$ cat src/rtl/alu_pkg.sv
`default_nettype none
// +------------------------------------------------------------------+
// | alu_pkg : shared ALU op codes and issue-controller state type     |
// | Revision: 1.0                                                     |
// +------------------------------------------------------------------+
package alu_pkg;

  localparam logic [1:0] ALU_ADD = 2'b00;
  localparam logic [1:0] ALU_SUB = 2'b01;
  localparam logic [1:0] ALU_AND = 2'b10;
  localparam logic [1:0] ALU_OR  = 2'b11;

  typedef enum logic [1:0] {
    IDLE  = 2'd0,
    ISSUE = 2'd1,
    RESP  = 2'd2
  } issue_state_t;

endpackage
`default_nettype wire

$ cat src/rtl/alu_settle_cnt.sv
`default_nettype none
// +------------------------------------------------------------------+
// | alu_settle_cnt : loadable down-counter with a zero flag           |
// | Revision: 1.0                                                     |
// +------------------------------------------------------------------+
module alu_settle_cnt #(
  parameter int CNT_W = 4
) (
  input  logic             clk,
  input  logic             rst,
  input  logic             load,
  input  logic [CNT_W-1:0] load_val,
  input  logic             dec,
  output logic [CNT_W-1:0] count,
  output logic             zero
);

  always_ff @(posedge clk or posedge rst) begin
    if (rst) begin
      count <= '0;
    end else if (load) begin
      count <= load_val;
    end else if (dec && (count != '0)) begin
      count <= count - CNT_W'(1);
    end
  end

  assign zero = (count == '0);

endmodule
`default_nettype wire

$ cat src/rtl/alu_issue_ctrl.sv
`default_nettype none
// +------------------------------------------------------------------+
// | alu_issue_ctrl : request/response issue controller for the ALU    |
// | Revision: 1.0                                                     |
// +------------------------------------------------------------------+
module alu_issue_ctrl
  import alu_pkg::*;
#(
  parameter int SETTLE_CYCLES = 1,
  parameter int CNT_W         = 4
) (
  input  logic        clk,
  input  logic        rst,
  input  logic        req_valid,
  output logic        req_ready,
  input  logic [1:0]  req_op,
  input  logic [31:0] req_a,
  input  logic [31:0] req_b,
  input  logic        req_acc,
  input  logic        clr_flags,
  output logic [31:0] alu_x,
  output logic [31:0] alu_y,
  output logic [1:0]  alu_aluc,
  input  logic [31:0] alu_r,
  input  logic        alu_z,
  input  logic        alu_v,
  output logic        rsp_valid,
  input  logic        rsp_ready,
  output logic [31:0] rsp_r,
  output logic        rsp_z,
  output logic        rsp_v,
  output logic [31:0] acc,
  output logic        sticky_v
);

  localparam logic [CNT_W-1:0] SETTLE_LOAD = CNT_W'(SETTLE_CYCLES - 1);

  issue_state_t state, state_nxt;
  logic             accept;
  logic             capture;
  logic             cnt_zero;
  logic [CNT_W-1:0] cnt;
  logic             clr_pend;

  assign accept  = req_valid && req_ready;
  assign capture = (state == ISSUE) && cnt_zero;

  alu_settle_cnt #(
    .CNT_W (CNT_W)
  ) u_settle_cnt (
    .clk      (clk),
    .rst      (rst),
    .load     (accept),
    .load_val (SETTLE_LOAD),
    .dec      (state == ISSUE),
    .count    (cnt),
    .zero     (cnt_zero)
  );

  always_ff @(posedge clk or posedge rst) begin
    if (rst) begin
      state <= IDLE;
    end else begin
      state <= state_nxt;
    end
  end

  always_comb begin
    state_nxt = state;
    case (state)
      IDLE:    if (accept)    state_nxt = ISSUE;
      ISSUE:   if (cnt_zero)  state_nxt = RESP;
      RESP:    if (rsp_ready) state_nxt = IDLE;
      default:                state_nxt = IDLE;
    endcase
  end

  // Handshake flags are registered decodes of the next state, so req_ready
  // stays low throughout reset and rises on the first edge after release.
  always_ff @(posedge clk or posedge rst) begin
    if (rst) begin
      req_ready <= 1'b0;
      rsp_valid <= 1'b0;
    end else begin
      req_ready <= (state_nxt == IDLE);
      rsp_valid <= (state_nxt == RESP);
    end
  end

  always_ff @(posedge clk or posedge rst) begin
    if (rst) begin
      alu_x    <= '0;
      alu_y    <= '0;
      alu_aluc <= ALU_ADD;
    end else if (accept) begin
      alu_x    <= req_acc ? acc : req_a;
      alu_y    <= req_b;
      alu_aluc <= req_op;
    end
  end

  always_ff @(posedge clk or posedge rst) begin
    if (rst) begin
      rsp_r <= '0;
      rsp_z <= 1'b0;
      rsp_v <= 1'b0;
    end else if (capture) begin
      rsp_r <= alu_r;
      rsp_z <= alu_z;
      rsp_v <= alu_v;
    end
  end

  // A clear seen during ISSUE is held and lands at capture, overriding it.
  always_ff @(posedge clk or posedge rst) begin
    if (rst) begin
      clr_pend <= 1'b0;
      acc      <= '0;
      sticky_v <= 1'b0;
    end else begin
      if (capture) begin
        clr_pend <= 1'b0;
        if (clr_pend || clr_flags) begin
          acc      <= '0;
          sticky_v <= 1'b0;
        end else begin
          acc      <= alu_r;
          sticky_v <= sticky_v | alu_v;
        end
      end else if (state == ISSUE) begin
        if (clr_flags) clr_pend <= 1'b1;
      end else if (clr_flags) begin
        acc      <= '0;
        sticky_v <= 1'b0;
      end
    end
  end

endmodule
`default_nettype wire

$ cat config.mk
export PLATFORM = sky130hd
export DESIGN_NAME = alu_issue_ctrl
export DESIGN_NICKNAME = d
export VERILOG_FILES = /design/src/rtl/alu_pkg.sv /design/src/rtl/alu_settle_cnt.sv /design/src/rtl/alu_issue_ctrl.sv
export SDC_FILE = /design/constraint.sdc
export NUM_CORES = 1
export LEC_CHECK = 0
export CORE_MARGIN = 1
export CORE_UTILIZATION = 30
export DETAILED_ROUTE_END_ITERATION = 7
export SLEW_MARGIN = 40
export SYNTH_ARGS = -nofsm -noshare
export SYNTH_HDL_FRONTEND = slang
export SYNTH_SLANG_ARGS = --single-unit
$ cat constraint.sdc
create_clock -name clk -period 8.7 [get_ports clk]
set_input_delay 1.74 -clock clk [delete_from_list [all_inputs] [get_ports clk]]
set_output_delay 1.74 -clock clk [all_outputs]
set_load 0.01 [all_outputs]
Word level (Yosys, flattened, before mapping)
Index checks and enable logic that the tools add are counted.
- reduce and logical (&&, ||, !) cells: 13
- multiply operators: 0
- shift operators: 0
- $add $sub $neg: 1
- multiplexer cells: 18
- $lt $le $gt $ge: 0
- equal/unequal tests: 4
- divide/modulo/power cells: 0
- bitwise logic cells: 1
- operators by type and width (cell ; number):
    32-bit 2-to-1 mux ; 5
    4-bit 2-to-1 mux ; 2
    1-bit 2-to-1 mux ; 7
    2-bit 2-to-1 mux ; 3
    2-bit case mux with 3 select lines ; 1
    2-bit nonzero test ; 3
    2-bit == test (second input constant) ; 2
    2-bit logical NOT ; 2
    4-bit logical NOT ; 1
    2-bit AND reduction ; 2
    4-bit nonzero test ; 1
    4-bit by 1-bit subtractor with 4-bit output (second input constant) ; 1
    1-bit logical AND ; 3
    2-bit by 1-bit == test with 1-bit output (second input constant) ; 1
    2-bit inequality test (second input constant) ; 1
    1-bit logical OR ; 1
    1-bit bitwise OR ; 1
- memories kept: 0
- flip-flop bits (word level): 142
- bits in latches: 0
- bits of input ports: 106
- memory bits (writable): 0
- memory bits (read-only): 0

Depth between registers and ports, before layout
Gate-level depths: netlist of the first run.
- depth after elaboration: 4
- depth in mapped cells: 6
- mapped depth without buffers: 5

Cells and area by module
A second synthesis of the first run with hierarchy kept.
- cells, all modules: 407
- area total of the unflattened synthesis: 5637.9 µm²
- modules (own cells, without submodules) (module ; instances ; sequential area each (µm²) ; cells each ; area an instance (µm²)):
    alu_issue_ctrl ; 1 ; 3453.3 ; 379 ; 5376.4
    alu_settle_cnt ; 1 ; 100.1 ; 28 ; 261.5

Least setup slack after synthesis of the first run
OpenSTA, ideal clock, no wires.
- path kind: input to register
- start point: input port req_valid
- end point: register alu_aluc[0]
- path buffers: 2
- setup slack: 6.034 ns
- required time: 8.635 ns
- arrival time: 2.601 ns
- stages on the path: 5
- path through: and2_0 > clkbuf_1 > buf_1 > nand2_1 > nand2_1
- cells in the longest elaborated chain, start to end: 1
- RTL lines (what ; line ; text):
    from (decl) ; alu_issue_ctrl.sv:14 ; input logic req_valid,
    1-bit logical AND ; alu_issue_ctrl.sv:45 ; assign accept = req_valid && req_ready;
    to (signal assigned) ; alu_issue_ctrl.sv:98 ; alu_aluc <= req_op;
    to (decl) ; alu_issue_ctrl.sv:23 ; output logic [1:0] alu_aluc,
No other way between the ends.
A chain may end at the register's enable or synchronous reset.

Final worst setup path of the first run
- start point: register req_ready
- end point: output port req_ready
- RTL lines (what ; line ; text):
    from (decl) ; alu_issue_ctrl.sv:15 ; output logic req_ready,
    from (signal assigned) ; alu_issue_ctrl.sv:85 ; req_ready <= (state_nxt == IDLE);
No word-level cell between the ends.

==> reports/results.tsv, run 1 <==
stage	metric	value	unit
clock_tree	postCtsSetupRepairBufs	0	
clock_tree	cts-root-buf	clkbuf_16	
sta	max-slew-margin-rel	46.6	%
power	clkPwrFrac	22.7	%
setup_path	rr_worst_depth	5	
clock_tree	insertion_delay	0.41	ns
layout	syn2layout_area_growth	57.4	%
grt	grt_start_max_net_pins	100	
min_path	hold_start	alu_y[7]$_DFFE_PP0P_	
floorplan	dieArea	19300	um^2
yosys	synth_cell_types	30	
clock_tree	hold_buffers	0	
yosys	syn_area_per_cell	11.8	um^2
setup_path	worst-path-max-fanout	3	
min_path	holdCritPathClass	register to register	
clock_tree	path_clk_slew	0.05	ns
place	gp_congestion	0.754	
grt	grt_overflow_total	0	
yosys	synth_top_area_share	63.3	%
grt	track_usage	17.1	%
setup_path	cp-start-kind	register	
min_path	holdPathStages	2	
run_status	outcome	complete, but fails checks	
layout	nFillCells	1651	
clock_tree	cts_tree	done	
setup_path	timing.setup.critical_path_class	register to output port	
setup_path	path_cells	clkdlybuf4s50_1	
clock_tree	cts_made_buffers	17	
sta	report.final.setup_viol	0	
power	seqPwrFrac	35.9	%
sta	final_max_slew_viol_count	0	
yosys	ys_ff_latch	142	
routing	vias	4410	
yosys	synth_compound_area_share	8.90	%
sta	fin_skew	0.00587	ns
setup_path	critPathTopFamily	buffers and inverters	
floorplan	rows	49	
floorplan	die_h	139	um
clock_tree	cts_max_path_buffers	2	
setup_path	endpoint_kind	output port	
yosys	syn_nets	584	
floorplan	ioPinCount	241	
sta	hold_violations	0	
grt	first_global_vias	4687	
sta	tightest_slew	0.800	ns
routing	wl_per_cell	16.8	um
yosys	synthMuxAreaShare	13.1	%
layout	drive_above_1_share	10.2	%
grt	antenna_found_initial	0	
place	pre_cts_slack	5.05	ns
sta	layout_setup_ws	5.51	ns
run	cap_violations	0	
layout	num_antenna_cells	0	
layout	nets	820	
place	port_buffers	240	
routing	drc	12	
setup_path	reg2reg_from	u_settle_cnt.count[0]$_DFFE_PP0P_	
routing	drtIter0Drc	170	
setup_path	reg2reg_setup_slack	6.43	ns
yosys	synth_fa_ha_area_share	0.446	%
floorplan	fp.coreArea	18100	um^2
power	internal-power	2.10	mW
yosys	ys_seq_area_share	63.3	%
setup_path	rr_endpoint	rsp_r[29]$_DFFE_PP0P_	
routing	dr.pass1.iters	7	
yosys	synth_top_family_by_area	multiplexers	
setup_path	slowest_delay	0.59	ns
yosys	yosysTopAreaCell	dfrtp_1	
yosys	synth_xor_area_share	0	%
clock_tree	clock-sinks	142	
yosys	synth-simple-area-share	11.5	%
place	place.detailed.hpwl	11100	um
clock_tree	cts_max_level	4	
power	p_sw	0.996	mW
power	switching_share	32.1	%
floorplan	start_util	30.9	%
routing	wirelength	16000	um
sta	fin_crit_sh	36.7	%
power	power.leakage	3.98	nW
power	combPwrFrac	41.4	%
setup_path	crit_arrival	1.45	ns
power	ir_drop	174	uV
clock_tree	ctsResizeCount	0	
setup_path	slowest_stage	clkdlybuf4s50_1	
min_path	holdPathEnd	alu_y[7]$_DFFE_PP0P_	
yosys	synth_area	5610	um^2
setup_path	required	6.96	ns
sta	fmax	313	MHz
floorplan	die_w	139	um
sta	hold-worst-slack	0.474	ns
grt	grt_pass1_wl	25400	um
sta	setup_tns	0	ns
sta	rsz0062_at_grt	false	
routing	ant_nets	0	
yosys	syn_inst	476	
run_status	violations	DRC	
yosys	synth.area.top_cells	dfrtp_1 (63%), nand2_1 (9.3%), mux2_2 (6.8%)	
power	cellPowerDensity	351	nW/um^2
yosys	ys_warn_count	0	
setup_path	critPathBufInv	1	
routing	viasPerCell	4.63	
sta	period_needed	3.19	ns
-- cell families after synthesis --
logic type      count (synthesis)
buf+inv                        33
simple gates                  156
mux                            69
flops                         142
fa+ha+maj                       2
compound gates                 74
-- metrics by stage --
stage | area, um^2 | std cells | power (mW) | util [%]
CTS | 8830 | 953 | 3.14 | 48.6
floorplan | 5610 | 476 | 1.66 | -
global route | 8830 | 953 | 3.29 | 48.7
detailed placement | 8250 | 922 | 2.41 | 45.4
finish | 8830 | 953 | 3.10 | 48.7
global placement | 8210 | 920 | 2.37 | 45.2
-- placed cells by master, fill, tap and decap left out, drive strengths merged, types with 3 or more instances in the layout --
| cell | count |
|---|---|
| o21ai | 34 |
| nor2 | 3 |
| nand2 | 140 |
| buf | 6 |
| mux2 | 34 |
| a22o | 32 |
| a21oi | 5 |
| dfrtp | 142 |
| inv | 5 |
| mux2i | 35 |
| clkinv | 3 |
| clkdlybuf4s50 | 239 |
| clkbuf | 25 |
-- area by class of cell --
class	count	area (um^2)	share of cell area (%)
clock buffer	25	495	5.61
clock inverter	6	82.6	0.935
inverter	5	26.3	0.297
multi-input combinational	301	1940	21.9
sequential	142	3550	40.2
tap	229	287	3.24
timing repair buffer	245	2450	27.8
-- sequential cells by signal, indices dropped and copies added, names as in the netlist --
name                cells
acc                    32
alu_x                  32
alu_y                  32
rsp_r                  32
u_settle_cnt.count      4
alu_aluc                2
state                   2
clr_pend                1
req_ready               1
rsp_v                   1
rsp_valid               1
rsp_z                   1
sticky_v                1
-- synthesized netlist by cell type --
cell / instances
buf_1: 1
nor3b_2: 1
nor3_1: 2
inv_1: 5
and2_0: 1
or3b_4: 1
mux2_2: 34
ha_1: 2
o21a_1: 1
nor4_1: 1
o21ai_0: 34
nand2b_1: 1
nor2b_1: 1
buf_2: 7
nand2_2: 1
mux2i_1: 35
clkbuf_1: 17
a211oi_1: 1
nor4_4: 1
nor2_1: 3
buf_6: 3
nand2_1: 139
or4_1: 1
nand3_1: 1
and3_1: 1
a211o_1: 1
dfrtp_1: 142
or3_1: 1
a21oi_1: 5
a22o_1: 32
-- power groups by stage --
stage	sequential, mW	combinational, mW	clock (mW)
final	1.11	1.28	0.704
after global placement	1.11	1.25	0
after global routing	1.15	1.38	0.756
after floorplan	1.22	0.446	0
after CTS	1.12	1.30	0.728
after detailed placement	1.12	1.30	0
-- routing by layer --
metal	global-route usage, %	wire length (um)	up-vias
met2	27.1	7400	166
li1	-	-	2093
met5	0	0	-
met1	20.6	6770	2132
met3	7.67	1500	19
met4	6.32	308	0
-- how the worst max path moves through the flow --
stage / cells past startpoint / slack, ns / startpoint / endpoint
floorplan: 1 / 3.15 / rst / acc[0]$_DFFE_PP0P_
global placement: 3 / 5.09 / rst / alu_x[11]$_DFFE_PP0P_
detailed placement: 3 / 5.05 / rst / acc[11]$_DFFE_PP0P_
CTS: 1 / 5.47 / req_ready$_DFF_PP0_ / req_ready
global route: 1 / 5.44 / req_ready$_DFF_PP0_ / req_ready
finish: 1 / 5.51 / req_ready$_DFF_PP0_ / req_ready
Power figures use the tool's default switching activity.
==> inputs of run 2 (changes only) <==
- clock period: 8.7 -> 2.9 ns (I/O delays scaled with it)
==> reports/results.tsv, run 2 (synthesized netlist as in run 1, its figures left out) <==
stage	metric	value	unit
clock_tree	postCtsSetupRepairBufs	0	
layout	num_antenna_cells	0	
power	ir_drop	437	uV
setup_path	reg2reg_setup_slack	0.73	ns
layout	layout_common_cells	clkdlybuf4s50_1 (239), dfrtp_1 (142), nand2_1 (138)	
layout	nFillCells	1637	
sta	setup_tns	0	ns
floorplan	ioPinCount	241	
clock_tree	clock-sinks	142	
grt	track_usage	17.4	%
sta	hold_violations	0	
floorplan	fp.coreArea	18100	um^2
min_path	holdCritPathClass	register to register	
layout	drive_above_1_share	11.6	%
clock_tree	hold_buffers	0	
grt	first_global_vias	4712	
routing	vias	4398	
setup_path	timing.setup.critical_path_class	register to register	
grt	grt_start_max_net_pins	80	
layout	nets	826	
power	cellPowerDensity	1030	nW/um^2
place	port_buffers	240	
routing	drtIter0Drc	241	
place	place.detailed.hpwl	11400	um
place	gp_congestion	0.754	
setup_path	required	3.25	ns
layout	final_cells	960	
grt	antenna_found_initial	0	
clock_tree	ctsResizeCount	0	
sta	report.final.setup_viol	0	
sta	fmax	461	MHz
sta	layout_setup_ws	0.731	ns
floorplan	start_util	30.9	%
clock_tree	cts_max_path_buffers	2	
sta	fin_crit_sh	74.8	%
layout	layout_commonest_cell	clkdlybuf4s50_1	
routing	viasPerCell	4.58	
sta	final_max_slew_viol_count	0	
sta	rsz0062_at_grt	false	
clock_tree	cts_made_buffers	17	
run_status	violations	DRC	
clock_tree	path_clk_slew	0.06	ns
floorplan	die_w	139	um
setup_path	cp-start-kind	register	
setup_path	endpoint_kind	register	
routing	ant_nets	0	
setup_path	worst-path-max-fanout	17	
setup_path	path_cells	nor2b_1 -> mux2i_4 -> buf_6 -> a22o_1	
grt	grt_pass1_wl	25800	um
routing	dr.pass1.iters	7	
sta	period_needed	2.17	ns
clock_tree	insertion_delay	0.42	ns
floorplan	rows	49	
place	pre_cts_slack	0.705	ns
sta	fin_skew	0.0117	ns
clock_tree	cts-root-buf	clkbuf_16	
clock_tree	cts_tree	done	
grt	grt_overflow_total	0	
floorplan	dieArea	19300	um^2
layout	syn2layout_area_growth	57.7	%
floorplan	die_h	139	um
setup_path	crit_arrival	2.52	ns
sta	max-slew-margin-rel	55.1	%
routing	wl_per_cell	16.5	um
place	place_inst	928	
routing	drc	16	
power	power.leakage	3.97	nW
setup_path	slowest_stage	mux2i_4	
run	cap_violations	0	
routing	wirelength	15800	um
clock_tree	cts_max_level	4	
sta	tightest_slew	0.672	ns
run_status	outcome	complete, but fails checks	
setup_path	slowest_delay	0.68	ns
-- run 2: changes by cell type in the layout (fill, tap and decap cells not counted), moves of 2 or more --
cell	change
clkbuf_8	-4
clkinv_4	+2
clkbuf_1	-4
inv_6	+4
buf_4	+4
bufinv_16	-2
clkinvlp_4	+7
buf_12	+3
-- run 2: per-layer routing --
layer / part of all wire, % / routed length, um / global-route usage, % / up-vias
met4: 1.8 / 286 / 6.37 / 0
met2: 47 / 7440 / 28.0 / 170
met3: 10 / 1640 / 8.18 / 17
met1: 41 / 6490 / 20.3 / 2106
li1: - / - / - / 2105
met5: 0 / 0 / 0 / -
-- run 2: metrics by stage --
step	utilization (%)	total power, mW	instance area (um^2)	hold slack (ns)
final	48.7	9.15	8850	0.475
after global routing	48.7	9.74	8850	0.492
after CTS	48.7	9.29	8850	0.480
after detailed placement	45.8	7.25	8310	0.465
after global placement	45.7	7.13	8290	0.459
after floorplan	-	4.99	5610	0.460
-- run 2: worst max-delay path, delay by kind of cell (launching register included) --
kind            cells  cell delay (ns)
simple gates        1             0.58
flops               1             0.40
mux                 1             0.68
compound gates      1             0.16
buf+inv             1             0.28
-- run 2: worst paths after layout --
| check | to | startpoint | depth (start not counted) |
|---|---|---|---|
| hold reg to reg | alu_y[25]$_DFFE_PP0P_ | alu_y[25]$_DFFE_PP0P_ | 2 |
| setup reg to reg | acc[0]$_DFFE_PP0P_ | state[0]$_DFF_PP0_ | 4 |
| max in group asynchronous | alu_x[17]$_DFFE_PP0P_ | rst | 3 |
| setup / recovery | acc[0]$_DFFE_PP0P_ | state[0]$_DFF_PP0_ | 4 |
| min in group asynchronous | alu_y[22]$_DFFE_PP0P_ | rst | 3 |
| hold / removal | alu_y[25]$_DFFE_PP0P_ | alu_y[25]$_DFFE_PP0P_ | 2 |
-- run 2: where the power goes --
group	internal [mW]	switching, mW	total, mW
clock	1.10	0.879	1.98
sequential	2.82	0.506	3.32
combinational	2.16	1.68	3.85
-- run 2: layout make-up --
cell class,count,area [um^2],area share (%)
multi-input combinational,301,1920,21.7
tap,229,287,3.24
inverter,5,22.5,0.255
clock inverter,15,115,1.30
timing repair buffer,251,2520,28.5
sequential,142,3550,40.2
clock buffer,17,425,4.81
